### src/rtl/mult_pkg.sv
// Shared definitions for the multiplier datapath slice.
//   PROD_W / GUARD / ACC_W / CNT_W : default widths of product, accumulator
//                                    guard bits, accumulator and beat counter
//   state_e                         : product_accumulator group-control states
package mult_pkg;

  localparam int unsigned PROD_W = 64;
  localparam int unsigned GUARD  = 8;
  localparam int unsigned ACC_W  = PROD_W + GUARD;
  localparam int unsigned CNT_W  = 8;

  typedef enum logic [1:0] {
    IDLE  = 2'd0,
    ACCUM = 2'd1,
    HOLD  = 2'd2
  } state_e;

endpackage

### src/rtl/product_accumulator.sv
// Registered accumulation stage behind the Booth/Wallace multiplier.
// Products are captured in a pipeline register (S1), then summed into a
// guard-extended accumulator (S2) until a beat flagged "last" arrives.
// The group result is then held until the consumer accepts it.
//   clk, rst_n          : clock, asynchronous active-low reset
//   in_valid/in_ready   : product beat handshake
//   in_prod, in_last    : signed product, final-beat-of-group flag
//   acc_clear           : synchronous abort of the current group (ignored in HOLD)
//   out_valid/out_ready : group result handshake
//   out_acc             : signed group sum (wraps modulo 2^ACC_W)
//   out_count           : beats in group, saturating
//   out_overflow        : sticky signed overflow seen during the group
module product_accumulator #(
  parameter int unsigned PROD_W = mult_pkg::PROD_W,
  parameter int unsigned GUARD  = mult_pkg::GUARD,
  parameter int unsigned CNT_W  = mult_pkg::CNT_W
) (
  input  logic                      clk,
  input  logic                      rst_n,
  input  logic                      in_valid,
  output logic                      in_ready,
  input  logic [PROD_W-1:0]         in_prod,
  input  logic                      in_last,
  input  logic                      acc_clear,
  output logic                      out_valid,
  input  logic                      out_ready,
  output logic [PROD_W+GUARD-1:0]   out_acc,
  output logic [CNT_W-1:0]          out_count,
  output logic                      out_overflow
);

  import mult_pkg::*;

  localparam int unsigned ACC_W = PROD_W + GUARD;

  state_e              state_q, state_d;
  logic                s1_valid_q, s1_valid_d;
  logic [PROD_W-1:0]   s1_prod_q, s1_prod_d;
  logic                s1_last_q, s1_last_d;
  logic [ACC_W-1:0]    acc_q, acc_d;
  logic [CNT_W-1:0]    count_q, count_d;
  logic                ovf_q, ovf_d;

  logic                accept;
  logic [ACC_W-1:0]    ext;
  logic [ACC_W-1:0]    sum;

  always_comb begin
    // Gated by rst_n so the block never advertises readiness while held in reset.
    // A last beat sitting in S1 blocks intake so the next group cannot mix in.
    in_ready = rst_n && (state_q != HOLD) && !(s1_valid_q && s1_last_q) && !acc_clear;
    accept   = in_valid && in_ready;

    s1_valid_d = accept;
    s1_prod_d  = s1_prod_q;
    s1_last_d  = s1_last_q;
    if (accept) begin
      s1_prod_d = in_prod;
      s1_last_d = in_last;
    end

    ext = {{GUARD{s1_prod_q[PROD_W-1]}}, s1_prod_q};
    sum = acc_q + ext;

    state_d = state_q;
    acc_d   = acc_q;
    count_d = count_q;
    ovf_d   = ovf_q;

    case (state_q)
      IDLE, ACCUM: begin
        if (acc_clear) begin
          s1_valid_d = 1'b0;
          acc_d      = '0;
          count_d    = '0;
          ovf_d      = 1'b0;
          state_d    = IDLE;
        end else if (s1_valid_q) begin
          acc_d   = sum;
          count_d = (count_q == '1) ? count_q : count_q + 1'b1;
          // Signed overflow: operands share a sign but the result does not.
          ovf_d   = ovf_q | ((acc_q[ACC_W-1] == ext[ACC_W-1]) && (sum[ACC_W-1] != acc_q[ACC_W-1]));
          state_d = s1_last_q ? HOLD : ACCUM;
        end
      end
      HOLD: begin
        if (out_ready) begin
          acc_d   = '0;
          count_d = '0;
          ovf_d   = 1'b0;
          state_d = IDLE;
        end
      end
      default: state_d = IDLE;
    endcase

    out_valid    = (state_q == HOLD);
    out_acc      = acc_q;
    out_count    = count_q;
    out_overflow = ovf_q;
  end

  always_ff @(posedge clk or negedge rst_n) begin
    if (!rst_n) begin
      state_q    <= IDLE;
      s1_valid_q <= 1'b0;
      s1_prod_q  <= '0;
      s1_last_q  <= 1'b0;
      acc_q      <= '0;
      count_q    <= '0;
      ovf_q      <= 1'b0;
    end else begin
      state_q    <= state_d;
      s1_valid_q <= s1_valid_d;
      s1_prod_q  <= s1_prod_d;
      s1_last_q  <= s1_last_d;
      acc_q      <= acc_d;
      count_q    <= count_d;
      ovf_q      <= ovf_d;
    end
  end

endmodule

### config.mk
export PLATFORM = sky130hd
export DESIGN_NAME = product_accumulator
export DESIGN_NICKNAME = d
export VERILOG_FILES = /design/src/rtl/mult_pkg.sv /design/src/rtl/product_accumulator.sv
export SDC_FILE = /design/constraint.sdc
export NUM_CORES = 1
export LEC_CHECK = 0
export ABC_AREA = 1
export CAP_MARGIN = 0
export CORE_MARGIN = 3
export CORE_UTILIZATION = 52
export DETAILED_ROUTE_END_ITERATION = 16
export PLACE_DENSITY_LB_ADDON = 0.12
export SLEW_MARGIN = 20
export SYNTH_ARGS = -nofsm -noshare
export SYNTH_HDL_FRONTEND = slang
export SYNTH_SLANG_ARGS = --single-unit
export TNS_END_PERCENT = 50
### constraint.sdc
create_clock -name clk -period 3 [get_ports clk]
set_clock_uncertainty 0.2 [all_clocks]
set_input_delay 0.9 -clock clk [delete_from_list [all_inputs] [get_ports clk]]
set_output_delay 0.9 -clock clk [all_outputs]
set_load 0.01 [all_outputs]
==> impl_metrics.csv, run 1 <==
group,metric,value,unit
run_status,status,"finished clean",
pwr,power.density,814,nW/um^2
grt,grt_pass1_vias,11891,
setup_path,cp_num_buf_inv,3,
placement,dpl_worst_slack,-0.355,ns
layout,antenna_cells,0,
synthesis,synth_compound_gate_area_share,0.125,
timing,rsz0062_at_grt,"no",
setup_path,worstSetupPathType,"in -> out",
timing,worst_pin_slew,0.811,ns
synthesis,synthFlopType,"dfrtp_1",
synthesis,seq_area_frac_synth,0.323,
clock_tree,clock_sinks,149,
synthesis,syn_area_per_cell,6.31,sq um
pwr,irDropWorstVdd,0.000500,V
setup_path,cp_slowest_cell,"clkdlybuf4s50_1",
timing,setup_violations,0,
clock_tree,cts_tree,"built",
synthesis,yosys_warnings,0,
die,die_y,155,microns
placement,place_area,13500,sq um
drt,final_antenna_net_count,0,
synthesis,ys_ff_latch,149,
timing,fin_tns_setup,0,ns
pwr,power,0.0115,W
timing,fin_ws,0.123,ns
die,dieArea,24000,sq um
min_path,hp-class,"reg -> reg",
layout,n_fill_cell,1921,
drt,vias,12414,
synthesis,synth-xor-area-share,0.00228,
drt,dr.pass1.iters,6,
drt,wire_per_inst,17.3,microns
placement,dp_hpwl,31200,microns
setup_path,cpMostUsedCell,"nor2_2",
setup_path,cp.arrival,1.78,ns
layout,area_growth,22.3,%
clock_tree,clk_latency,0.45,ns
layout,fin_area,14100,sq um
drt,drc,0,
die,pin_count,153,
clock_tree,htree_levels,4,
clock_tree,clockRootBuffer,"clkbuf_16",
timing,max-slew-margin-rel,0.459,
setup_path,worstPathMaxFanout,2,
synthesis,synth_top_family_by_area,"simple AND/OR/NAND/NOR gates",
placement,port-buffer-count,152,
die,die_width,155,microns
layout,final-seq-area,3730,sq um
synthesis,synth-edff-count,0,
timing,hold_violations,0,
drt,routed_wl,39400,microns
synthesis,yosys.area_share.simple,0.380,
die,num_rows,53,
timing,drv_slew,0,
job,cap_viol_max_count,0,
layout,nets,2135,
setup_path,start_kind,"primary input",
layout,drive_gt1_frac,0.0638,
die,coreArea,21400,sq um
synthesis,synth.area.mux_share,0,
pwr,p_leak,7.39,nW
setup_path,cp_cell_sequence,"clkdlybuf4s50_1 -> nor2_2 -> inv_1 -> nor2_2 -> buf_2",
synthesis,ys_async_sr_fraction,1.00,
timing,min_period,2.88,ns
clock_tree,cts.path.max_buffers,2,
clock_tree,path_clk_slew,0.07,ns
drt,vias_per_cell,5.44,
grt,grt_pass1_wl,63200,microns
setup_path,cp.required,1.90,ns
grt,grt_max_degree,150,
synthesis,synthAdderAreaFrac,0.0798,
drt,drtIter0Drc,1165,
die,start_util,0.539,
synthesis,syn-cell-area,11500,sq um
setup_path,crit_path_max_incr_delay,0.44,ns
layout,multi_input_area,6810,sq um
clock_tree,cts_buffers,17,
timing,finalCritPeriodShare,0.959,
synthesis,yosysUniqueCellTypes,44,
grt,antenna_found_initial,0,
synthesis,synth_fp_nets,1972,
grt,grt.total_usage,0.332,
placement,gp_congestion,1.02,
synthesis,netlist_instances,1829,
setup_path,critPathTopFamily,"buffers and inverters",
timing,fmax,0.348,GHz
grt,overflow,0,
setup_path,worst_setup_path_end_kind,"output port",
## cells by family (layout without fill, tap and decap cells)
family / after synthesis / count (layout)
simple gates: 1079 / 1079
buf+inv: 266 / 442
fa+ha+maj: 73 / 73
compound gates: 259 / 259
xor+xnor: 3 / 3
flops: 149 / 149
## synth_stat cells (9+ instances only)
| cell type | count | area, sq um |
|---|---|---|
| dfrtp_1 | 149 | 3730 |
| nand3b_1 | 10 | 75.1 |
| o21ai_0 | 89 | 445 |
| nor2_2 | 18 | 113 |
| nor2_1 | 201 | 754 |
| nand3_1 | 75 | 375 |
| nor3_1 | 9 | 45.0 |
| clkbuf_1 | 10 | 37.5 |
| o21bai_1 | 19 | 143 |
| nand4_1 | 9 | 56.3 |
| buf_2 | 15 | 75.1 |
| inv_2 | 11 | 41.3 |
| nand2_1 | 724 | 2720 |
| a21oi_1 | 112 | 561 |
| ha_1 | 72 | 901 |
| nand2_2 | 14 | 87.6 |
| inv_1 | 225 | 845 |
## final timing paths
| kind | slack [ns] | start | endpoint | cells past startpoint |
|---|---|---|---|---|
| max reg2reg | 0.13 | out_acc[0] | out_acc[62] | 14 |
| min reg2reg | 0.30 | s1_prod_q[51] | s1_prod_q[51] | 2 |
| min | 0.30 | s1_prod_q[51] | s1_prod_q[51] | 2 |
| max | 0.12 | acc_clear | in_ready | 5 |
| min in group asynchronous | 0.41 | rst_n | s1_prod_q[14] | 2 |
| max in group asynchronous | 1.59 | rst_n | out_acc[45] | 2 |
## where the power goes
group	total [W]	switching [W]	internal, W
clock	0.00226	0.00104	0.00121
combinational	0.00616	0.00381	0.00235
sequential	0.00307	0.000507	0.00256
total	0.0115	0.00536	0.00612
## timing repair
| action | in CTS | in global routing |
|---|---|---|
| hold buffers | 0 | 0 |
| buffers inserted | 0 | 0 |
| cloned | 0 | 0 |
| setup endpoints to repair | 1 | 4 |
| pin swaps | 1 | 0 |
| gates resized for setup | 4 | 5 |
## area by class of cell
cell class,count,area share
Clock inverter,14,0.0112
Clock buffer,18,0.0311
Tap cell,275,0.0244
Multi-Input combinational cell,1414,0.482
Sequential cell,149,0.264
Inverter,237,0.0630
Timing Repair Buffer,173,0.124
## worst min-delay path, stage by stage (launching register included)
cell and delay [ns]:
dfrtp_1 0.35, nand2_1 0.06, nand2_1 0.06
## per-layer routing
metal | global-route usage | part of all wire
met3 | 0.0562 | 0.074
met4 | 0.103 | 0.029
met5 | 0 | 0
met2 | 0.515 | 0.44
met1 | 0.476 | 0.46
## cells in the final DEF (no fill, tap or decap), drive strengths merged, types with 4 or more instances in the layout
| master | Yosys | routed |
|---|---|---|
| a21oi | 118 | 118 |
| buf | 19 | 23 |
| clkbuf | 10 | 18 |
| clkdlybuf4s50 | 0 | 150 |
| dfrtp | 149 | 149 |
| ha | 72 | 72 |
| inv | 236 | 246 |
| nand2 | 738 | 738 |
| nand3 | 83 | 83 |
| nand3b | 10 | 10 |
| nand4 | 9 | 9 |
| nor2 | 219 | 219 |
| nor3 | 12 | 12 |
| o21a | 6 | 6 |
| o21ai | 102 | 102 |
| o21bai | 19 | 19 |
| or2 | 4 | 4 |
## metrics by stage
| stage | hold slack (ns) | cells | utilization |
|---|---|---|---|
| final | 0.296 | 2280 | 0.659 |
| after global routing | 0.304 | 2280 | 0.659 |
| after CTS | 0.295 | 2280 | 0.659 |
| after detailed placement | 0.270 | 2248 | 0.631 |
| after global placement | 0.271 | 2248 | 0.631 |
| after floorplan | 0.253 | 1829 | - |
## state kept, by name, indices dropped and copies added (netlist names)
| register | flops |
|---|---|
| out_acc | 72 |
| out_count | 8 |
| out_overflow | 1 |
| s1_last_q | 1 |
| s1_prod_q | 64 |
| s1_valid_q | 1 |
| state_q | 2 |
Power figures use the tool's default switching activity.
==> run 2: changes to the inputs <==
--- a/config.mk
+++ b/config.mk
@@ -11,6 +11,7 @@
 export CORE_UTILIZATION = 52
 export DETAILED_ROUTE_END_ITERATION = 16
 export PLACE_DENSITY_LB_ADDON = 0.12
+export REMOVE_ABC_BUFFERS = 1
 export SLEW_MARGIN = 20
 export SYNTH_ARGS = -nofsm -noshare
 export SYNTH_HDL_FRONTEND = slang
==> impl_metrics.csv, run 2 (synthesis results as in run 1) <==
group,metric,value,unit
placement,dpl_worst_slack,-0.319,ns
clock_tree,clock_sinks,149,
setup_path,worstPathMaxFanout,2,
grt,grt_pass1_vias,11960,
timing,finalCritPeriodShare,0.955,
setup_path,cp_slowest_cell,"clkdlybuf4s50_1",
grt,grt.total_usage,0.340,
min_path,whs_path_depth,2,
setup_path,cpMostUsedCell,"nor2_2",
die,pin_count,153,
die,die_width,155,microns
clock_tree,clk_latency,0.44,ns
setup_path,timing.rr.end,"out_acc[64]",
timing,fin_tns_setup,0,ns
clock_tree,ctsHoldBuffers,0,
grt,grt_max_degree,150,
placement,place_area,13500,sq um
drt,final_antenna_net_count,0,
layout,fin_area,14100,sq um
setup_path,r2r.worst_path.cells,15,
layout,nets,2139,
clock_tree,cts_tree,"built",
timing,hold_slack,0.290,ns
timing,worst_pin_slew,0.823,ns
setup_path,worst_setup_path_end_kind,"output port",
die,die_y,155,microns
grt,grt_pass1_wl,64000,microns
clock_tree,cts.path.max_buffers,2,
pwr,p_leak,7.39,nW
run_status,status,"finished clean",
min_path,worstHoldStart,"s1_prod_q[16]",
timing,setup_violations,0,
layout,antenna_cells,0,
placement,gp_congestion,1.00,
setup_path,cp.required,1.90,ns
min_path,holdPathEnd,"s1_prod_q[16]",
layout,final_common_cell,"nand2_1",
timing,fin_ws,0.135,ns
timing,rsz0062_at_grt,"no",
die,dieArea,24000,sq um
pwr,irDropWorstVdd,0.000445,V
drt,dr.pass1.iters,5,
setup_path,cp.arrival,1.76,ns
setup_path,r2r-start,"out_acc[0]",
clock_tree,clockRootBuffer,"clkbuf_16",
drt,drc,0,
drt,drtIter0Drc,1072,
job,cap_viol_max_count,0,
pwr,power.density,818,nW/um^2
clock_tree,htree_levels,4,
drt,wire_per_inst,17.9,microns
drt,vias,12424,
timing,hold_violations,0,
die,start_util,0.539,
layout,final_cell_mix,"nand2_1 (722), inv_1 (225), nor2_1 (199)",
setup_path,cp_cell_sequence,"clkdlybuf4s50_1 -> nor2_2 -> inv_1 -> nor2_2 -> buf_2",
timing,fmax,0.349,GHz
die,coreArea,21400,sq um
clock_tree,cts_buffers,17,
timing,drv_slew,0,
placement,port-buffer-count,152,
grt,overflow,0,
layout,largest_reg_flops,72,
layout,area_growth,22.3,%
drt,vias_per_cell,5.44,
setup_path,r2r_slack,0.14,ns
drt,routed_wl,41000,microns
min_path,hp-class,"reg -> reg",
clock_tree,path_clk_slew,0.07,ns
setup_path,crit_path_max_incr_delay,0.44,ns
timing,max-slew-margin-rel,0.451,
placement,dp_hpwl,32600,microns
timing,min_period,2.86,ns
setup_path,start_kind,"primary input",
layout,drive_gt1_frac,0.0647,
setup_path,worstSetupPathType,"in -> out",
die,num_rows,53,
grt,antenna_found_initial,0,
==> run 2: changes by cell type in the layout (fill, tap and decap cells not counted) <==
cell / change
buf_12: -1
o21ai_2: +1
clkinv_4: +1
o21ai_0: +1
buf_4: +5
inv_6: +1
clkbuf_1: +1
clkinvlp_4: +1
o21ai_1: -1
o21ai_4: -1
bufinv_16: +1
inv_8: -6
==> run 2: layout make-up <==
class                      count  area, sq um
fill                        1926         7300
multi-input combinational   1414         6800
sequential                   149         3730
timing repair buffer         177         1770
inverter                     237          890
clock buffer                  19          443
tap                          275          344
clock inverter                12          145
==> run 2: metal layers <==
layer,global-route usage,up-vias,part of all wire
met5,0,-,0
met4,0.0921,0,0.023
met3,0.0626,61,0.094
met2,0.510,575,0.42
met1,0.504,5679,0.46
li1,-,6109,-
==> run 2: worst max-delay path: cells and delay by family <==
family,cells,cell delay (ns)
buffers and inverters,3,0.66
and+or+nand+nor,2,0.21
==> run 2: timing repair <==
action,CTS,global route
pin swaps,0,1
setup endpoints to repair,1,2
setup buffers,0,1
gates resized for setup,5,2
==> run 2: worst max path at each step <==
stage / from / to / slack (ns) / cells after the start
2_1_floorplan: acc_clear / s1_prod_q[1] / -0.65 / 6
3_3_place_gp: acc_clear / in_ready / -0.29 / 5
3_5_place_dp: acc_clear / in_ready / -0.32 / 5
4_1_cts: acc_clear / in_ready / 0.02 / 5
5_1_grt: out_acc[0] / out_acc[48] / 0.02 / 15
6_report: acc_clear / in_ready / 0.14 / 5
==> run 2: stage by stage <==
stage	power (W)	cells	utilization
after global placement	0.00896	2251	0.631
after floorplan	0.00670	1800	-
final	0.0115	2283	0.659
after CTS	0.0114	2282	0.659
after global routing	0.0123	2283	0.659
after detailed placement	0.00913	2251	0.631
==> run 2: report_power, final <==
group          internal (W)  total (W)  switching (W)
registers           0.00256    0.00309       0.000521
logic               0.00236    0.00623        0.00387
clock network       0.00126    0.00223       0.000970
total               0.00618     0.0115        0.00536
==> run 3: changes to the inputs <==
--- a/config.mk
+++ b/config.mk
@@ -5,13 +5,12 @@
 export SDC_FILE = /design/constraint.sdc
 export NUM_CORES = 1
 export LEC_CHECK = 0
-export ABC_AREA = 1
+export ABC_AREA = 0
 export CAP_MARGIN = 0
 export CORE_MARGIN = 3
-export CORE_UTILIZATION = 52
+export CORE_UTILIZATION = 56
 export DETAILED_ROUTE_END_ITERATION = 16
 export PLACE_DENSITY_LB_ADDON = 0.12
-export REMOVE_ABC_BUFFERS = 1
 export SLEW_MARGIN = 20
 export SYNTH_ARGS = -nofsm -noshare
 export SYNTH_HDL_FRONTEND = slang
==> impl_metrics.csv, run 3 <==
group,metric,value,unit
clock_tree,htree_levels,4,
setup_path,cp_slowest_cell,"dfrtp_1",
grt,antenna_found_initial,0,
die,coreArea,17600,sq um
synthesis,yosysMostFrequentCell,"nand2_1",
synthesis,synthFlopType,"dfrtp_1",
run_status,violations,"negative setup slack",
setup_path,worst_setup_path_end_kind,"flop",
clock_tree,clockRootBuffer,"clkbuf_16",
layout,largest_reg_flops,72,
drt,drtIter0Drc,963,
grt,grt_pass1_vias,10399,
timing,finalCritPeriodShare,1.04,
synthesis,netlist.top_cell.by_area,"dfrtp_1",
layout,multi_input_area,6800,sq um
synthesis,syn-cell-area,10200,sq um
grt,grt_max_degree,150,
timing,worst_pin_slew,0.822,ns
layout,n_fill_cell,1091,
synthesis,yosys_warnings,0,
synthesis,synth_fp_nets,1396,
synthesis,yosysUniqueCellTypes,79,
timing,min_period,3.12,ns
die,die_width,141,microns
timing,max-slew-margin-rel,0.452,
synthesis,ys_ff_latch,149,
drt,routed_wl,33400,microns
layout,final_cell_mix,"nand2_1 (336), buf_4 (190), clkdlybuf4s50_1 (150)",
setup_path,cp.required,3.17,ns
placement,port-buffer-count,152,
layout,area_growth,43.6,%
layout,layoutNonFillerInstCount,1799,
setup_path,worstPathMaxFanout,4,
setup_path,start_kind,"flop",
setup_path,cp_cell_sequence,"ha_2 -> buf_4 -> buf_6 -> a211oi_4 -> o21bai_4 -> o21ai_2 -> a21o_1 -> a31oi_4 -> o211ai_1 -> nor2b_4 -> mux2_4 -> a31oi_1 -> a2bb2oi_1",
placement,dp_hpwl,22200,microns
timing,drv_slew,0,
pwr,seq_power_share,0.335,
clock_tree,cts_buffers,17,
die,pin_count,153,
grt,grt.total_usage,0.309,
clock_tree,cts_tree,"built",
job,cap_viol_max_count,0,
synthesis,ys_top_cells_by_count,"nand2_1 (342), dfrtp_1 (149), o21ai_0 (102)",
synthesis,ys_top_cells_by_area,"dfrtp_1 (37%), nand2_1 (13%), ha_1 (8.8%)",
layout,final-seq-area,3730,sq um
run_status,status,"finished, violations left",
setup_path,crit_path_max_incr_delay,0.40,ns
pwr,swShare,0.332,
timing,fmax,0.320,GHz
pwr,p_clk_frac,0.332,
setup_path,cp.arrival,3.30,ns
drt,dr.pass1.iters,7,
drt,drc,0,
layout,post-route-util,0.833,
synthesis,seq_area_frac_synth,0.365,
min_path,hp-class,"reg -> reg",
clock_tree,ctsHoldBuffers,0,
layout,nets,1705,
grt,grt_pass1_wl,50200,microns
die,num_rows,48,
timing,rsz0062_at_grt,"yes",
die,dieArea,19900,sq um
synthesis,synth-edff-count,0,
timing,fin_ws,-0.124,ns
die,die_y,141,microns
drt,final_antenna_net_count,0,
synthesis,ys_async_sr_fraction,1.00,
synthesis,yosys.area.top_type_share,0.365,
die,start_util,0.580,
drt,vias_per_cell,5.94,
pwr,power,0.00730,W
pwr,p_comb_frac,0.334,
clock_tree,cts.path.max_buffers,2,
pwr,p_sw,0.00242,W
layout,drive_gt1_frac,0.234,
synthesis,netlist_instances,1253,
synthesis,syn_area_per_cell,8.15,sq um
timing,hold_violations,0,
drt,vias,10679,
layout,antenna_cells,0,
layout,final_common_cell,"nand2_1",
clock_tree,path_clk_slew,0.07,ns
clock_tree,clk_latency,0.45,ns
drt,wire_per_inst,18.6,microns
grt,overflow,0,
placement,placed_cells,1744,
clock_tree,clock_sinks,149,
pwr,power.density,498,nW/um^2
setup_path,worstSetupPathType,"reg -> reg",
pwr,p_leak,6.80,nW
pwr,internal_power,0.00488,W
pwr,irDropWorstVdd,0.000517,V
placement,gp_congestion,0.934,
timing,setup_violations,16,
-- run 3: changes by cell type in the layout (fill, tap and decap cells not counted), moves of 14 or more --
| cell | delta |
|---|---|
| nand2_1 | -386 |
| inv_1 | -204 |
| buf_4 | +170 |
| nor2_1 | -141 |
| nand3_1 | -60 |
| a21oi_1 | -42 |
| a21o_1 | +34 |
| o21ai_1 | +28 |
| xnor2_1 | +28 |
| ha_1 | -26 |
| xor2_1 | +26 |
| ha_4 | +22 |
| a21oi_2 | +16 |
| nand4_1 | +14 |
-- run 3: cells by family after synthesis --
group	after synthesis	share of synthesized area
AND/OR/NAND/NOR	515	0.217
AO/OA/AOI/OAI	363	0.228
flip-flops	149	0.365
buffers and inverters	87	0.0413
adder cells (fa/ha/maj)	73	0.0902
XOR/XNOR	61	0.0523
multiplexers	5	0.00503
-- run 3: final timing paths --
path | slack (ns) | end | cells past startpoint | from
worst max-delay path | -0.12 | out_acc[71] | 13 | out_acc[0]
worst min-delay path | 0.27 | state_q[0] | 1 | s1_last_q
worst max register to register | -0.12 | out_acc[71] | 13 | out_acc[0]
min in group asynchronous | 0.40 | out_count[2] | 2 | rst_n
worst min register to register | 0.27 | state_q[0] | 1 | s1_last_q
max in group asynchronous | 1.58 | out_acc[21] | 2 | rst_n
-- run 3: worst max-delay path: cells and delay by family, from the launching register on --
kind | cells | cell delay [ns]
AOI/OAI and AO/OA | 8 | 1.44
DFF | 1 | 0.40
muxes | 1 | 0.32
buffers and inverters | 2 | 0.25
adders and majority gates | 1 | 0.22
and+or+nand+nor | 1 | 0.21
-- run 3: cell type report --
| cell class | instances | share of cell area |
|---|---|---|
| multi-input combinational | 1017 | 0.464 |
| sequential | 149 | 0.254 |
| timing repair buffer | 353 | 0.213 |
| clock buffer | 20 | 0.0298 |
| tap | 225 | 0.0192 |
| clock inverter | 11 | 0.0137 |
| inverter | 24 | 0.00615 |
-- run 3: what timing repair did --
action                                  in CTS  in global routing
pin swaps                                   20                 61
cloned                                       0                  0
buffers inserted                             5                 20
resized for setup                           43                106
hold endpoints to repair                     0                  0
endpoints found under the setup margin      21                 38
-- run 3: per-layer routing --
metal	vias to the layer above	track usage	part of all wire
met5	-	0	0
met3	100	0.0624	0.070
li1	4986	-	-
met1	5087	0.402	0.41
met2	506	0.527	0.48
met4	0	0.0841	0.031
-- run 3: metrics by stage --
stage	instance area (sq um)	setup TNS, ns	hold WS [ns]	setup WS [ns]
final	14700	-0.991	0.269	-0.124
after CTS	14000	-0.312	0.269	-0.0908
after global placement	13100	-0.795	0.258	-0.317
after global routing	14700	-4.10	0.292	-0.234
after floorplan	10200	0	0.238	0.0445
after detailed placement	13100	-1.32	0.259	-0.345
-- run 3: power by group through the flow --
stage          Clock, W  Sequential [W]  Combinational [W]
2_1_floorplan         0         0.00242            0.00121
3_3_place_gp          0         0.00243            0.00207
3_5_place_dp          0         0.00243            0.00213
4_1_cts         0.00242         0.00241            0.00219
5_1_grt         0.00251         0.00246            0.00262
6_report        0.00242         0.00244            0.00243
==> patch: new RTL, config.mk and constraints of run 1 <==
`s1_prod_q` no longer has a reset.
--- a/src/rtl/product_accumulator.sv
+++ b/src/rtl/product_accumulator.sv
@@ -104,7 +104,6 @@
     if (!rst_n) begin
       state_q    <= IDLE;
       s1_valid_q <= 1'b0;
-      s1_prod_q  <= '0;
       s1_last_q  <= 1'b0;
       acc_q      <= '0;
       count_q    <= '0;
@@ -112,7 +111,6 @@
     end else begin
       state_q    <= state_d;
       s1_valid_q <= s1_valid_d;
-      s1_prod_q  <= s1_prod_d;
       s1_last_q  <= s1_last_d;
       acc_q      <= acc_d;
       count_q    <= count_d;
@@ -120,5 +118,9 @@
     end
   end
 
+  always_ff @(posedge clk) begin
+    s1_prod_q <= s1_prod_d;
+  end
+
 endmodule
 
Check against the original RTL: no difference found for any inputs over 4 cycles, from zero or initial values and one cycle with rst_n low; that may be too few to reach the edited logic, so the function may still have changed.
==> patch against run 1 <==
Die area fell by 3.8%. Sequential share of layout area rose by 3.0 points. Sequential cell count did not move. Fmax fell by 1.1%. Routed wire length fell by 1.7%. Total power fell by 3.1%. Count of clock-buffer cells in the layout rose by 2. Worst setup slack got worse by 0.032 ns. Synthesized area fell by 3.9%. Combinational power fell by 2%. Final cell count fell by 9.7%. Design area fell by 2.6%. Non-clock buffer count rose by 10.
==> patch: results (changes against run 1) <==
- The worst slew slack as a fraction of its limit is 54.8% (was 45.9%).
- The beginning of the critical path is state_q[1] (was acc_clear).
- Synth area leaders: dfrtp_1 19%, edfxtp_1 17%, nand2_1 16% (was dfrtp_1 32%, nand2_1 24%, ha_1 7.8%).
- The number of cells on the worst reg-to-reg path is 12 (was 14).
- The unique cell type count in the Yosys netlist is 50 (was 44).
- The total routing usage reported by global routing was 32.9% (was 33.2%).
- The capture instance of the worst register-to-register path is out_acc[60] (was out_acc[62]).
- The via count of the first global-routing pass was 11002 (was 11891).
- The share of flip-flops with an asynchronous set or reset after synthesis was 57.0% (was 100%).
- The leakage power total came to 0.00638 uW (was 0.00739 uW).
- The antenna diode count is 0 (unchanged).
- The maximum resistive drop on vdd was 0.448 mV (was 0.500 mV).
- The capture point of the worst path is out_valid (was in_ready).
- The largest fanout of any net on the critical path is 4 (was 2).
- The violation count after the first detailed-route iteration came to 1106 (was 1165).
- The minimum setup slack after placement is -0.264 ns (was -0.355 ns).
- The mean routed wirelength per cell is 18.8 um (was 17.3 um).
- The number of enable-type register cells in the synthesized netlist came to 64 (was 0).
- Outcome: finished, final reports clean (unchanged).
- The routability congestion estimate from global placement is 1.01 (was 1.02).
- The worst endpoint data arrival time is 1.81 ns (was 1.78 ns).
- The net total in the final layout is 1918 (was 2135).
- The detailed placement HPWL came to 30800 um (was 31200 um).
- The number of fillers in the final layout is 1831 (was 1921).
- The number of antenna violations at the first check in global routing is 1 (was 0).
- The first-pass GRT wire length is 60100 um (was 63200 um).
- The net count after synthesis was 1731 (was 1972).
- Most frequent cells after synthesis: 483 x nand2_1, 203 x inv_1, 166 x nor2_1 (was 724 x nand2_1, 225 x inv_1, 201 x nor2_1).
- The net load switching power is 5180 uW (was 5360 uW).
- The routed via count is 11510 (was 12414).
- The share of the yosys chip area belonging to registers is 36.5% (was 32.3%).
- The biggest cell delay along the critical path is 0.61 ns (was 0.44 ns).
- The multi-input logic area is 0.00614 mm^2 (was 0.00681 mm^2).
- The largest net degree at the start of global routing is 73 (was 150).
- The minimum setup slack in the final design was 0.0908 ns (was 0.123 ns).
[patch: cell types whose count changed in the layout (fill, tap and decap cells not counted), sizes merged, moves of 9 or more]
cell / run 1 / this run
a21oi: 118 / 143
buf: 23 / 32
dfrtp: 149 / 85
edfxtp: 0 / 64
inv: 246 / 230
nand2: 738 / 506
nor2: 219 / 195
[patch: power groups by stage]
stage	logic, uW	registers (uW)	clock network [uW]
2_1_floorplan	3330	3030	0
3_3_place_gp	5730	2920	0
3_5_place_dp	5840	2940	0
4_1_cts	5900	2910	2160
5_1_grt	6590	2970	2260
6_report	6060	2920	2150
[patch: cells by family after synthesis]
group / synth area share [%]
multiplexers: 0.102
adder cells (fa/ha/maj): 8.31
AO/OA/AOI/OAI: 14.0
flip-flops: 36.5
AND/OR/NAND/NOR: 32.4
XOR/XNOR: 0.158
buffers and inverters: 8.54
[patch: how the worst min path moves through the flow]
stage	slack, ns	start	end
3_3_place_gp	0.28	s1_last_q	state_q[0]
5_1_grt	0.33	s1_last_q	state_q[0]
2_1_floorplan	0.25	s1_last_q	state_q[0]
3_5_place_dp	0.30	out_acc[7]	out_acc[7]
6_report	0.31	out_acc[62]	out_acc[62]
4_1_cts	0.32	out_acc[7]	out_acc[7]
[patch: what timing repair did]
| item | CTS | global route |
|---|---|---|
| buffers inserted | 0 | 1 |
| hold buffers | 0 | 0 |
| pin swaps | 0 | 1 |
| setup endpoints to repair | 1 | 14 |
| resized for setup | 1 | 8 |
[patch: worst reg2reg max path: cells and delay by family, from the launching register on]
family / cells / cell delay (ns)
AO/OA/AOI/OAI: 3 / 0.96
AND/OR/NAND/NOR: 7 / 0.63
buffers and inverters: 1 / 0.08
adder cells (fa/ha/maj): 1 / 0.42
flip-flops: 1 / 0.45
[patch: final cells by class]
type,count,share of cell area (%)
multi-input combinational,1199,44.6
tap,270,2.46
clock buffer,20,3.40
timing repair buffer,183,13.2
sequential,149,29.4
clock inverter,12,0.764
inverter,225,6.16
[patch: per-stage QoR]
| stage | instance area [um^2] | instances |
|---|---|---|
| final | 13800 | 2058 |
| after floorplan | 11100 | 1588 |
| after global placement | 13200 | 2025 |
| after CTS | 13700 | 2057 |
| after global routing | 13800 | 2058 |
| after detailed placement | 13200 | 2025 |
[patch: metal layers]
metal	vias to the layer above	share of wire, %	wire length [um]	track usage [%]
met5	-	0.034	13	0
met1	5364	45	17600	47.2
met4	2	1.9	745	7.41
met3	60	8.5	3290	6.63
li1	5544	-	-	-
met2	540	44	17100	51.8
